<file path="src/rtl/prism_sp_pkg.sv">
// rtl/prism_sp_pkg.sv - shared address width and feeder FSM state type
package prism_sp_pkg;

  localparam int SYSTEM_ADDR_WIDTH = 32;

  typedef enum logic [1:0] {
    ST_IDLE    = 2'd0,
    ST_CONVERT = 2'd1,
    ST_PUSH    = 2'd2
  } feeder_state_t;

endpackage

</file>
<file path="src/rtl/prism_sp_cookie_convert_interface.sv">
// rtl/prism_sp_cookie_convert_interface.sv - feeder to cookie converter link
interface prism_sp_cookie_convert_interface #(
  parameter int DATA_IN_WIDTH  = 64,
  parameter int DATA_OUT_WIDTH = 64
);
  logic [DATA_IN_WIDTH-1:0]                   data_in;
  logic [prism_sp_pkg::SYSTEM_ADDR_WIDTH-1:0] dma_desc_cur;
  logic [DATA_OUT_WIDTH-1:0]                  data_out;

  modport master (output data_in, output dma_desc_cur, input data_out);
  modport slave  (input data_in, input dma_desc_cur, output data_out);
endinterface

</file>
<file path="src/rtl/prism_sp_cookie_fifo.sv">
// rtl/prism_sp_cookie_fifo.sv - first-word-fall-through result FIFO
module prism_sp_cookie_fifo #(
  parameter int WIDTH = 96,
  parameter int DEPTH = 4
) (
  input  logic                     clock,
  input  logic                     resetn,
  input  logic                     push,
  input  logic [WIDTH-1:0]         push_data,
  input  logic                     pop,
  output logic [WIDTH-1:0]         pop_data,
  output logic [$clog2(DEPTH):0]   count
);
  localparam int PTR_W = $clog2(DEPTH);

  logic [WIDTH-1:0] mem [DEPTH];
  logic [PTR_W-1:0] wr_ptr;
  logic [PTR_W-1:0] rd_ptr;
  logic             do_pop;

  assign do_pop   = pop && (count != '0);
  assign pop_data = mem[rd_ptr];

  // When full, a simultaneous push overwrites the slot being read this cycle.
  always_ff @(posedge clock) begin
    if (push) mem[wr_ptr] <= push_data;
  end

  always_ff @(posedge clock or negedge resetn) begin
    if (!resetn) begin
      wr_ptr <= '0;
      rd_ptr <= '0;
      count  <= '0;
    end else begin
      if (push)   wr_ptr <= wr_ptr + 1'b1;
      if (do_pop) rd_ptr <= rd_ptr + 1'b1;
      case ({push, do_pop})
        2'b10:   count <= count + 1'b1;
        2'b01:   count <= count - 1'b1;
        default: count <= count;
      endcase
    end
  end
endmodule

</file>
<file path="src/rtl/prism_sp_cookie_feeder.sv">
// rtl/prism_sp_cookie_feeder.sv - feeds completion cookies through the converter into a result FIFO
module prism_sp_cookie_feeder
  import prism_sp_pkg::*;
#(
  parameter int DATA_IN_WIDTH   = 64,
  parameter int DATA_OUT_WIDTH  = 64,
  parameter int CONVERT_LATENCY = 0,
  parameter int FIFO_DEPTH      = 4
) (
  input  logic                          clock,
  input  logic                          resetn,
  input  logic                          in_valid,
  output logic                          in_ready,
  input  logic [DATA_IN_WIDTH-1:0]      in_cookie,
  input  logic [SYSTEM_ADDR_WIDTH-1:0]  in_desc_addr,
  prism_sp_cookie_convert_interface.master cv,
  output logic                          out_valid,
  input  logic                          out_ready,
  output logic [DATA_OUT_WIDTH-1:0]     out_data,
  output logic [SYSTEM_ADDR_WIDTH-1:0]  out_desc_addr,
  output logic [$clog2(FIFO_DEPTH):0]   fifo_count,
  output logic                          busy
);
  localparam int CNT_W   = $clog2(FIFO_DEPTH) + 1;
  localparam int ENTRY_W = DATA_OUT_WIDTH + SYSTEM_ADDR_WIDTH;
  localparam logic [CNT_W-1:0] FULL_COUNT = CNT_W'(FIFO_DEPTH);
  localparam logic [3:0]       LAT_INIT   = 4'(CONVERT_LATENCY);

  feeder_state_t                state, state_nxt;
  logic [3:0]                   lat_cnt;
  logic                         ready_en;
  logic [DATA_IN_WIDTH-1:0]     data_in_q;
  logic [SYSTEM_ADDR_WIDTH-1:0] desc_q;
  logic [ENTRY_W-1:0]           held_q;
  logic [ENTRY_W-1:0]           push_data;
  logic [ENTRY_W-1:0]           head;
  logic                         accept, push, pop, push_ok, conv_done;

  assign cv.data_in      = data_in_q;
  assign cv.dma_desc_cur = desc_q;

  assign accept    = in_valid && in_ready;
  assign pop       = out_valid && out_ready;
  assign push_ok   = (fifo_count < FULL_COUNT) || pop;
  assign conv_done = (state == ST_CONVERT) && (lat_cnt == 4'd0);

  always_ff @(posedge clock or negedge resetn) begin
    if (!resetn) state <= ST_IDLE;
    else         state <= state_nxt;
  end

  always_comb begin
    state_nxt = state;
    case (state)
      ST_IDLE:    if (accept) state_nxt = ST_CONVERT;
      ST_CONVERT: if (lat_cnt == 4'd0) state_nxt = push_ok ? ST_IDLE : ST_PUSH;
      ST_PUSH:    if (push_ok) state_nxt = ST_IDLE;
      default:    state_nxt = ST_IDLE;
    endcase
  end

  always_comb begin
    in_ready  = 1'b0;
    push      = 1'b0;
    push_data = held_q;
    case (state)
      ST_IDLE: in_ready = ready_en;
      ST_CONVERT: begin
        if (lat_cnt == 4'd0) begin
          push      = push_ok;
          push_data = {cv.data_out, desc_q};
        end
      end
      ST_PUSH: push = push_ok;
      default: ;
    endcase
  end

  // ready_en keeps in_ready low until the first edge after reset release.
  always_ff @(posedge clock or negedge resetn) begin
    if (!resetn) begin
      ready_en  <= 1'b0;
      lat_cnt   <= 4'd0;
      data_in_q <= '0;
      desc_q    <= '0;
      held_q    <= '0;
    end else begin
      ready_en <= 1'b1;
      if (accept) begin
        data_in_q <= in_cookie;
        desc_q    <= in_desc_addr;
        lat_cnt   <= LAT_INIT;
      end else if ((state == ST_CONVERT) && (lat_cnt != 4'd0)) begin
        lat_cnt <= lat_cnt - 4'd1;
      end
      if (conv_done) held_q <= {cv.data_out, desc_q};
    end
  end

  prism_sp_cookie_fifo #(
    .WIDTH (ENTRY_W),
    .DEPTH (FIFO_DEPTH)
  ) u_fifo (
    .clock     (clock),
    .resetn    (resetn),
    .push      (push),
    .push_data (push_data),
    .pop       (pop),
    .pop_data  (head),
    .count     (fifo_count)
  );

  assign out_valid     = (fifo_count != '0);
  assign out_data      = head[ENTRY_W-1:SYSTEM_ADDR_WIDTH];
  assign out_desc_addr = head[SYSTEM_ADDR_WIDTH-1:0];
  assign busy          = (state != ST_IDLE) || (fifo_count != '0);
endmodule

</file>
<file path="src/flat_wrapper.sv">
// flat-port wrapper written by rule: the top's interface ports become plain ports
module prism_sp_cookie_feeder_flat import prism_sp_pkg::*;
#(
  parameter int DATA_IN_WIDTH   = 64,
  parameter int DATA_OUT_WIDTH  = 64,
  parameter int CONVERT_LATENCY = 0,
  parameter int FIFO_DEPTH      = 4
)
  (clock, resetn, in_valid, in_ready, in_cookie, in_desc_addr, out_valid, out_ready, out_data, out_desc_addr, fifo_count, busy, cv_data_in, cv_dma_desc_cur, cv_data_out);
  prism_sp_cookie_convert_interface #(.DATA_IN_WIDTH(DATA_IN_WIDTH), .DATA_OUT_WIDTH(DATA_OUT_WIDTH)) cv_i ();
  input  logic clock;
  input  logic resetn;
  input  logic in_valid;
  output logic in_ready;
  input  logic [DATA_IN_WIDTH-1:0] in_cookie;
  input  logic [SYSTEM_ADDR_WIDTH-1:0] in_desc_addr;
  output logic out_valid;
  input  logic out_ready;
  output logic [DATA_OUT_WIDTH-1:0] out_data;
  output logic [SYSTEM_ADDR_WIDTH-1:0] out_desc_addr;
  output logic [$clog2(FIFO_DEPTH):0] fifo_count;
  output logic busy;
  output wire logic [$bits(cv_i.data_in)-1:0] cv_data_in;
  output wire logic [$bits(cv_i.dma_desc_cur)-1:0] cv_dma_desc_cur;
  input wire logic [$bits(cv_i.data_out)-1:0] cv_data_out;
  assign cv_data_in = cv_i.data_in;
  assign cv_dma_desc_cur = cv_i.dma_desc_cur;
  assign cv_i.data_out = cv_data_out;
  prism_sp_cookie_feeder #(.DATA_IN_WIDTH(DATA_IN_WIDTH), .DATA_OUT_WIDTH(DATA_OUT_WIDTH), .CONVERT_LATENCY(CONVERT_LATENCY), .FIFO_DEPTH(FIFO_DEPTH)) u_core (.clock(clock), .resetn(resetn), .in_valid(in_valid), .in_ready(in_ready), .in_cookie(in_cookie), .in_desc_addr(in_desc_addr), .cv(cv_i), .out_valid(out_valid), .out_ready(out_ready), .out_data(out_data), .out_desc_addr(out_desc_addr), .fifo_count(fifo_count), .busy(busy));
endmodule
</file>
<file path="config.mk">
export PLATFORM = sky130hd
export DESIGN_NAME = prism_sp_cookie_feeder_flat
export DESIGN_NICKNAME = d
export VERILOG_FILES = /design/src/rtl/prism_sp_pkg.sv /design/src/rtl/prism_sp_cookie_convert_interface.sv /design/src/rtl/prism_sp_cookie_fifo.sv /design/src/rtl/prism_sp_cookie_feeder.sv /design/src/flat_wrapper.sv
export SDC_FILE = /design/constraint.sdc
export NUM_CORES = 1
export LEC_CHECK = 0
export BUFFER_PORTS_ARGS = -buffer_cell sky130_fd_sc_hd__buf_2
export CAP_MARGIN = 10
export CORE_MARGIN = 5
export CORE_UTILIZATION = 40
export CTS_CLUSTER_DIAMETER = 30
export DETAILED_ROUTE_END_ITERATION = 10
export PLACE_DENSITY = 0.65
export SETUP_SLACK_MARGIN = 0.15
export SYNTH_ARGS = -nofsm -noshare
export SYNTH_HDL_FRONTEND = slang
export SYNTH_SLANG_ARGS = --single-unit
</file>
<file path="constraint.sdc">
create_clock -name clock -period 4.19 [get_ports clock]
set_input_delay 0.419 -clock clock [delete_from_list [all_inputs] [get_ports clock]]
set_output_delay 0.419 -clock clock [all_outputs]
set_load 0.01 [all_outputs]
</file>
==> results of run 1 <==
[layer usage]
metal | part of all wire [%] | track usage, %
met4 | 2.1 | 6.30
met1 | 40 | 20.0
met5 | 0 | 0
met3 | 6.3 | 5.87
met2 | 51 | 29.2
[flip-flops by register name (all words and copies together) (netlist names)]
signal,count
u_core.u_fifo.mem,384
u_core.cv.dma_desc_cur,32
u_core.u_fifo.wr_ptr,2
u_core.ready_en,1
u_core.lat_cnt,4
u_core.u_fifo.count,3
u_core.u_fifo.rd_ptr,2
u_core.state,2
u_core.held_q,96
u_core.cv.data_in,64
[worst min path at each step]
stage	from	end	slack, ps	cells after the start
6_report	in_valid	u_core.state[1]$_DFFE_PN0P_	230	4
5_1_grt	in_valid	u_core.state[1]$_DFFE_PN0P_	190	4
4_1_cts	in_valid	u_core.state[1]$_DFFE_PN0P_	170	4
3_5_place_dp	u_core.held_q[79]$_DFFE_PN0P_	u_core.held_q[79]$_DFFE_PN0P_	490	1
3_3_place_gp	u_core.held_q[57]$_DFFE_PN0P_	u_core.held_q[57]$_DFFE_PN0P_	480	1
2_1_floorplan	resetn	u_core.cv.data_in[0]$_DFFE_PN0P_	120	0
[per-stage QoR]
stage | instance area [µm²] | total power (W) | std cells
6_report | 31900 | 0.0262 | 2585
5_1_grt | 31900 | 0.0276 | 2585
4_1_cts | 31900 | 0.0266 | 2585
3_5_place_dp | 25700 | 0.0159 | 2179
3_3_place_gp | 25700 | 0.0157 | 2179
2_1_floorplan | 22900 | 0.0134 | 1095
[cell families (layout without fill, tap and decap cells)]
logic type                 after synthesis  after routing  share of synthesized area [%]
DFF                                    590            590                           73.0
muxes                                  387            387                           23.8
buffers and inverters                   67            801                           1.35
and+or+nand+nor                         21             21                          0.602
AOI/OAI and AO/OA                       12             12                          0.345
adders and majority gates               11             11                          0.635
xor gates and xnor gates                 6              6                          0.230
other                                    1              1                         0.0164
[critical path: cells and delay by family, from the launching register on]
kind	cells	cell delay (ps)
flip-flops	1	860
buffers and inverters	2	540
multiplexers	1	620
[placed cells by master, fill, tap and decap left out, types with 2 or more instances in the layout]
master | synthesis | routed
a21oi_1 | 4 | 4
and2_4 | 0 | 4
buf_12 | 0 | 10
buf_2 | 40 | 360
buf_4 | 2 | 11
bufinv_16 | 0 | 16
clkbuf_1 | 9 | 24
clkbuf_16 | 0 | 140
clkbuf_8 | 0 | 11
clkinv_1 | 0 | 9
clkinv_2 | 0 | 18
clkinv_4 | 0 | 3
clkinv_8 | 0 | 3
clkinvlp_4 | 0 | 13
dfrtp_1 | 206 | 204
dfrtp_4 | 0 | 2
dlygate4sd3_1 | 0 | 161
edfxtp_1 | 384 | 384
ha_1 | 10 | 10
inv_1 | 13 | 13
inv_6 | 0 | 6
mux2_1 | 20 | 20
mux2_2 | 270 | 270
mux4_2 | 96 | 96
nand2_1 | 4 | 4
nand3_1 | 2 | 2
o21ai_0 | 4 | 4
or4_1 | 2 | 2
xnor2_1 | 4 | 4
xor2_1 | 2 | 2
[power groups by stage]
stage                     Combinational [W]  Sequential, W  Clock, W
after floorplan                     0.00422        0.00914         0
after global placement              0.00645        0.00921         0
after detailed placement            0.00661        0.00928         0
after CTS                           0.00676        0.00922    0.0106
after global routing                0.00721        0.00937    0.0110
final                               0.00663        0.00919    0.0104
[cell type report]
| class | count | share of cell area [%] |
|---|---|---|
| timing repair buffer | 543 | 11.6 |
| clock inverter | 70 | 2.69 |
| tap | 756 | 2.97 |
| inverter | 13 | 0.153 |
| multi-input combinational | 438 | 18.4 |
| clock buffer | 175 | 11.8 |
| sequential | 590 | 52.4 |
==> impl_metrics.yaml, run 1 <==
status:
  status: "finished, final reports clean"
synthesis:
  ys_async_sr_fraction_pct: 34.9
  synth_area_leaders: "edfxtp_1, dfrtp_1, mux2_2"
  synth_edf_count: 384
  netlist_area_um2: 22900
  synth_area_per_cell_um2: 20.9
  postSynthNetCount: 1270
  yosys.area.top_type_share_pct: 50.5
  ys.flop_type: "edfxtp_1"
  synth_top_area_cell: "edfxtp_1"
  synth.most_common_cell: "edfxtp_1"
  ys_ff_latch: 590
  ys_seq_area_share_pct: 73.0
  synthesis.instances: 1095
  ys_top_cells_by_count: "edfxtp_1, mux2_2, dfrtp_1, mux4_2, buf_2"
  synth_warnings: 0
  ys_types: 34
final_layout:
  layout-drive-gt1-share_pct: 53.1
  nNetsFinal: 1893
  post-route-util_pct: 56.4
  multi_input_area_um2: 5870
  seq_area_um2: 16700
  antennaDiodeCount: 0
  syn_to_final_growth_pct: 39.5
  fillCellCount: 4232
sta:
  max_freq_mhz: 319
  worstMarginPinSlew_ps: 929
  drv_slew: 0
  rsz0062_at_grt: "false"
  timing.final.crit_share_pct: 74.8
  slew_headroom_pct: 38.0
  fin_tns_setup_ps: 0
  timing.hold.ws_ps: 230
  hold_violations: 0
  finClkSkew_ps: 18.0
  fin_ws_ps: 1060
  setup_viol: 0
  layout_min_cycle_time_ps: 3130
pwr:
  vdd_drop_max_v: 0.000493
  clockPowerShare_pct: 39.7
  switching_share_pct: 27.9
  leakagePower_nw: 12.3
  power_frac_comb_pct: 25.3
  internal_power_w: 0.0189
  p_sw_w: 0.00731
  p_per_area_nw_per_um2: 823
  seqPwrFrac_pct: 35.0
clocking:
  root_buffer: "clkbuf_16"
  htreeDepth: 4
  post_cts_buffers: 0
  cts_buffer_depth: 3
  ctsHoldBuffers: 161
  clk_pin_slew_worst_paths_ps: 40
  cts_tree: "built"
  clk_latency_ps: 680
  cts_made_buffers: 132
  ctsResizeCount: 0
  clock-sinks: 590
critical_path:
  path_cells: "buf_12 > mux4_2 > buf_2"
  end_kind: "output pin"
  worstPathRequired_ps: 3770
  rr_worst_depth: 6
  cp_slowest_cell: "dfrtp_4"
  rr_startpoint: "u_core.state[1]$_DFFE_PN0P_"
  crit_type: "flip-flop to output pin"
  critPathLaunch: "u_core.u_fifo.rd_ptr[0]$_DFFE_PN0P_"
  cp_max_fo: 34
  crit_path_start_kind: "flip-flop"
  cp-endpoint: "out_desc_addr[6]"
  ff2ff_setup_slack_ps: 1450
  slowest_delay_ps: 860
  arrival_ps: 2710
  r2r_end: "u_core.u_fifo.mem[1][6]$_DFFE_PP_"
detailed_routing:
  drtAntennaViolNets: 0
  drc: 0
  vias_per_cell: 4.84
  wl_per_cell_um: 20.2
  drt-initial-drc-count: 548
  vias: 12500
  drtPass1Iterations: 4
  wirelength_um: 52300
worst_hold_path:
  hold_class: "input port to flip-flop"
place:
  hpwl_um: 30300
  port_buffers: 361
  gp_congestion: 0.735
  pre_cts_ws_ps: 1420
die:
  initial_core_util_pct: 40.4
  dieArea_um2: 62000
  core_um2: 56500
  num_rows: 87
  die_w_um: 249
  die_y_um: 249
  ios: 362
global_route:
  track_usage_pct: 17.0
  grt_overflow_total: 0
  grt_pass1_vias: 14500
  grt_max_degree: 147
  grt_pass1_wl_um: 82400
  antenna_found_initial: 0
run:
  max-cap-violations: 0
Power figures use the tool's default switching activity.
==> run 2: changes to the inputs <==
PLACE_DENSITY = 0.63   (was 0.65)
clock period = 2.91 ns   (was 4.19 ns; I/O delays follow)
==> run 2 against run 1 <==
Compared with the run above:
- final area shrank 0.88%
- setup slack worse by 650 ps
- hold slack worse by 97 ps
- core utilization shrank 0.50 points
- largest cell class unchanged
- global-route usage is 0.24 points lower
- flip-flop and latch count is the same
- clock skew grew 4.6 ps
==> impl_metrics.yaml, run 2 (synthesized netlist as in run 1, its figures left out) <==
final_layout:
  layout-drive-gt1-share_pct: 53.3
  multi_input_area_um2: 5870
  post-route-util_pct: 55.9
  syn_to_final_growth_pct: 38.2
  final_common_cell: "edfxtp_1"
  final_cell_mix: "edfxtp_1, buf_2, mux2_2, dfrtp_1, dlygate4sd3_1"
  seq_area_um2: 16700
  antennaDiodeCount: 0
  largest_register_ff_count: 384
  design_area_um2: 31600
  nNetsFinal: 1881
  largest_register: "u_core.u_fifo.mem"
  fillCellCount: 4221
clocking:
  cts_made_buffers: 114
  ctsResizeCount: 0
  clk_latency_ps: 660
  cts_tree: "built"
  cts_buffer_depth: 3
  clk_pin_slew_worst_paths_ps: 50
  root_buffer: "clkbuf_16"
  htreeDepth: 3
  clock-sinks: 590
critical_path:
  end_kind: "flip-flop"
  critPathLaunch: "u_core.state[1]$_DFFE_PN0P_"
  rr_worst_depth: 6
  rr_startpoint: "u_core.state[1]$_DFFE_PN0P_"
  crit_path_start_kind: "flip-flop"
  ff2ff_setup_slack_ps: 410
  worstPathRequired_ps: 3290
  arrival_ps: 2880
  cp-endpoint: "u_core.u_fifo.mem[1][0]$_DFFE_PP_"
  cp_max_fo: 70
  r2r_end: "u_core.u_fifo.mem[1][0]$_DFFE_PP_"
  crit_type: "flip-flop to flip-flop"
place:
  place_area_um2: 25800
  gp_congestion: 0.741
  port_buffers: 361
  hpwl_um: 29900
sta:
  layout_min_cycle_time_ps: 2500
  finClkSkew_ps: 22.6
  rsz0062_at_grt: "false"
  setup_viol: 0
  fin_tns_setup_ps: 0
  worstMarginPinSlew_ps: 690
  max_freq_mhz: 400
  hold_violations: 0
  drv_slew: 0
  timing.final.crit_share_pct: 85.9
  slew_headroom_pct: 54.0
die:
  dieArea_um2: 62000
  core_um2: 56500
  die_w_um: 249
  num_rows: 87
  ios: 362
  initial_core_util_pct: 40.4
  die_y_um: 249
detailed_routing:
  drt-initial-drc-count: 460
  vias_per_cell: 4.88
  drtPass1Iterations: 5
  wirelength_um: 52100
  wl_per_cell_um: 20.3
  drtAntennaViolNets: 0
  drc: 0
  vias: 12500
worst_hold_path:
  hp-start: "out_ready"
  hold_class: "input port to flip-flop"
global_route:
  antenna_found_initial: 0
  grt_pass1_vias: 14200
  grt_pass1_wl_um: 81800
  grt_overflow_total: 0
  grt_max_degree: 83
  track_usage_pct: 16.8
pwr:
  power.total_w: 0.0365
  p_sw_w: 0.0104
  vdd_drop_max_v: 0.000672
  seqPwrFrac_pct: 35.8
  p_per_area_nw_per_um2: 1160
  leakagePower_nw: 12.2
  internal_power_w: 0.0261
  power_frac_comb_pct: 27.2
  switching_share_pct: 28.5
  clockPowerShare_pct: 37.1
status:
  status: "finished, final reports clean"
run:
  max-cap-violations: 0
run 2: cell count changes in the layout (fill, tap and decap cells not counted), sizes merged:
cell      previous run  this run
clkbuf             175       133
clkinv              33        46
buf                382       388
bufinv              16        19
clkinvlp            13        12
run 2: per-stage QoR:
step / hold slack (ps) / setup slack [ps] / std cells
2_1_floorplan: -4.59 / 61.8 / 1095
3_3_place_gp: 368 / 487 / 2182
3_5_place_dp: 377 / 433 / 2182
4_1_cts: 91.9 / 186 / 2563
5_1_grt: 125 / 282 / 2564
6_report: 133 / 409 / 2564
run 2: critical path, stage by stage, from the launching register on:
cell and delay, ps:
dfrtp_1 370, inv_1 90, ha_1 300, and4bb_4 300
buf_12 270, buf_12 350, mux2_2 440
run 2: timing repair:
item / in CTS / in global routing
hold endpoints to repair: 477 / 0
buffers inserted: 2 / 1
hold buffers: 161 / 0
pin swaps: 0 / 0
setup endpoints to repair: 54 / 1
run 2: worst min path at each step:
stage / depth (start not counted) / endpoint
finish: 3 / u_core.u_fifo.rd_ptr[0]$_DFFE_PN0P_
global route: 3 / u_core.u_fifo.rd_ptr[0]$_DFFE_PN0P_
detailed placement: 1 / u_core.cv.data_in[10]$_DFFE_PN0P_
floorplan: 0 / u_core.cv.data_in[0]$_DFFE_PN0P_
global placement: 1 / u_core.cv.data_in[24]$_DFFE_PN0P_
CTS: 3 / u_core.u_fifo.rd_ptr[0]$_DFFE_PN0P_
run 2: area by class of cell:
| class | instances | share of cell area (%) |
|---|---|---|
| inverter | 13 | 0.154 |
| clock buffer | 133 | 9.55 |
| clock inverter | 85 | 3.41 |
| multi-input combinational | 438 | 18.6 |
| tap | 756 | 2.99 |
| timing repair buffer | 549 | 12.5 |
| sequential | 590 | 52.8 |
run 2: routing by layer:
layer  vias up  global-route usage, %  share of wire [%]
li1       5607                      -                  -
met1      6445                   20.2                 40
met2       377                   28.8                 51
met3        82                   4.75                6.4
met4         0                   6.33                2.6
met5         -                      0                  0
run 2: power by group through the flow:
stage / clock network (W) / logic [W] / registers, W
4_1_cts: 0.0138 / 0.0100 / 0.0131
3_5_place_dp: 0 / 0.00962 / 0.0133
5_1_grt: 0.0142 / 0.0108 / 0.0133
6_report: 0.0135 / 0.00991 / 0.0131
2_1_floorplan: 0 / 0.00607 / 0.0131
3_3_place_gp: 0 / 0.00940 / 0.0132
==> run 3: changes to the inputs <==
CTS_CLUSTER_SIZE = 8   (was not set)
SYNTH_HIERARCHICAL = 1   (was not set)
==> run 3 against run 2 <==
Compared with the run above:
- first-iteration DRC count increased by 23%
- critical path type is now flip-flop to output pin
- non-clock buffer count increased by 17
- register-to-register slack improved by 120 ps
- largest power group unchanged
- global-route usage grew 0.92 points
- combinational power up 4%
- critical path depth down 3
- total power rose by 4.0%
- synthesized cell count up 0.27%
- final area grew 1.6%
- clock skew is essentially flat
- flip-flop and latch count unchanged
==> impl_metrics.yaml, run 3 <==
status:
  status: "finished, final reports clean"
critical_path:
  arrival_ps: 2330
  crit_path_start_kind: "flip-flop"
  worstPathRequired_ps: 2620
  cp_max_fo: 12
  end_kind: "output pin"
  crit_type: "flip-flop to output pin"
synthesis:
  synth-adder-area-share_pct: 0.687
  synth.mux.area_fraction_pct: 23.7
  synth_top_family_by_area: "multiplexers"
  yosys.area.top_type_share_pct: 50.3
  synth_edf_count: 384
  synth_compound_area_share_pct: 0.316
  postSynthNetCount: 1274
  synth_top_area_cell: "edfxtp_1"
  synth_warnings: 6
  synth-xor-area-share_pct: 0.229
  synth_area_leaders: "edfxtp_1, dfrtp_1, mux2_2"
  ys_top_cells_by_count: "edfxtp_1, mux2_2, dfrtp_1, mux4_2, buf_2"
  synthesis.instances: 1098
  ys_async_sr_fraction_pct: 34.9
  synth_simple_gate_area_share_pct: 0.584
  synth.most_common_cell: "edfxtp_1"
  ys_types: 34
  ys_ff_latch: 590
  ys_seq_area_share_pct: 72.7
  ys.flop_type: "edfxtp_1"
  netlist_area_um2: 22900
  synth_area_per_cell_um2: 20.9
die:
  num_rows: 87
  initial_core_util_pct: 40.5
  core_um2: 56600
  die_w_um: 249
  dieArea_um2: 62200
  ios: 362
  die_y_um: 249
sta:
  drv_slew: 0
  setup_viol: 0
  worstMarginPinSlew_ps: 593
  max_freq_mhz: 382
  slew_headroom_pct: 60.5
  layout_min_cycle_time_ps: 2620
  finClkSkew_ps: 22.7
  hold_violations: 0
  rsz0062_at_grt: "false"
  timing.final.crit_share_pct: 90.0
pwr:
  seqPwrFrac_pct: 34.8
  leakagePower_nw: 12.5
  p_sw_w: 0.0107
  switching_share_pct: 28.2
  internal_power_w: 0.0273
  clockPowerShare_pct: 38.1
  p_per_area_nw_per_um2: 1180
  power_frac_comb_pct: 27.2
  vdd_drop_max_v: 0.000822
detailed_routing:
  drc: 0
  vias: 12800
  wl_per_cell_um: 20.9
  drtAntennaViolNets: 0
  vias_per_cell: 4.90
  drt-initial-drc-count: 568
  wirelength_um: 54500
  drtPass1Iterations: 5
final_layout:
  syn_to_final_growth_pct: 39.9
  largest_register: "u_core/u_fifo/mem"
  multi_input_area_um2: 5880
  layout-drive-gt1-share_pct: 53.9
  final_common_cell: "edfxtp_1"
  final_cell_mix: "edfxtp_1, buf_2, mux2_2, dfrtp_1, dlygate4sd3_1"
  largest_register_ff_count: 384
  seq_area_um2: 16700
  nNetsFinal: 1918
  fin_cells: 2605
  fillCellCount: 4261
  design_area_um2: 32100
  post-route-util_pct: 56.7
place:
  place_area_um2: 26000
  hpwl_um: 32900
  port_buffers: 361
  gp_congestion: 0.731
  placed_cells: 2203
clocking:
  cts_buffer_depth: 3
  root_buffer: "clkbuf_16"
  htreeDepth: 4
  clk_latency_ps: 680
  cts_tree: "built"
  clk_pin_slew_worst_paths_ps: 40
  clock-sinks: 590
  cts_made_buffers: 130
global_route:
  grt_pass1_wl_um: 85200
  grt_max_degree: 63
  grt_overflow_total: 0
  grt_pass1_vias: 14700
  antenna_found_initial: 1
  track_usage_pct: 17.7
run:
  max-cap-violations: 0
worst_hold_path:
  hold_class: "input port to flip-flop"
run 3: cell count changes after synthesis, sizes merged, moves of 2 or more:
cell,change
clkbuf,-3
buf,+3
xnor2,-2
xor2,+2
run 3: cells by family (layout without fill, tap and decap cells):
logic type / count (synthesis) / in the layout
compound gates: 12 / 12
xor+xnor: 6 / 6
fa+ha+maj: 12 / 12
buf+inv: 67 / 817
flops: 590 / 590
mux: 387 / 387
other cells: 1 / 2
simple gates: 23 / 23
run 3: cell type report:
type | instances | area share (%)
inverter | 13 | 0.152
timing repair buffer | 566 | 12.8
sequential | 590 | 52.0
clock buffer | 170 | 11.1
antenna | 1 | 0.00780
multi-input combinational | 441 | 18.3
tap | 756 | 2.95
clock inverter | 68 | 2.61
run 3: worst max-delay path: stages, from the launching register on:
cell and delay (ps):
dfrtp_4 660, buf_4 280, mux4_2 550, buf_2 160
run 3: power by group through the flow:
stage          clock network, W  logic (W)  registers, W
3_5_place_dp                  0     0.0102        0.0133
5_1_grt                  0.0152     0.0113        0.0134
2_1_floorplan                 0    0.00640        0.0132
4_1_cts                  0.0148     0.0105        0.0132
6_report                 0.0145     0.0103        0.0132
3_3_place_gp                  0    0.00992        0.0133
run 3: final timing paths:
| kind | from | end | slack [ps] | cells past startpoint |
|---|---|---|---|---|
| worst max-delay path | u_core/u_fifo/rd_ptr[0]$_DFFE_PN0P_ | out_desc_addr[11] | 290 | 3 |
| worst max register to register | u_core/lat_cnt[0]$_DFFE_PN0P_ | u_core/u_fifo/count[2]$_DFFE_PN0P_ | 530 | 13 |
| max in group asynchronous | resetn | u_core/cv.data_in[40]$_DFFE_PN0P_ | 1810 | 3 |
| min in group asynchronous | resetn | u_core/cv.dma_desc_cur[15]$_DFFE_PN0P_ | 170 | 2 |
| worst min-delay path | in_valid | u_core/state[1]$_DFFE_PN0P_ | 100 | 4 |
| worst min register to register | u_core/cv.data_in[23]$_DFFE_PN0P_ | u_core/cv.data_in[23]$_DFFE_PN0P_ | 490 | 1 |
run 3: timing repair:
item | 4_1_cts | 5_1_grt
resized for setup | 0 | 1
endpoints found under the hold margin | 469 | 0
setup endpoints to repair | 82 | 1
setup buffers | 1 | 0
hold buffers | 162 | 0
pin swaps | 0 | 0
run 3: through the flow:
stage	total power (W)	setup TNS, ps	hold WS (ps)	setup WS, ps
final	0.0380	0	103	290
after global routing	0.0399	0	91.7	163
after CTS	0.0385	0	44.9	179
after detailed placement	0.0235	0	283	372
after floorplan	0.0196	-123340	-4.59	-323
after global placement	0.0232	0	284	443
run 3: metal layers:
metal | global-route usage [%] | share of wire [%] | vias to the layer above
li1 | - | - | 5675
met1 | 22.0 | 41 | 6530
met2 | 28.9 | 49 | 445
met3 | 6.25 | 7.2 | 104
met4 | 6.38 | 2.4 | 2
met5 | 0 | 0.013 | -
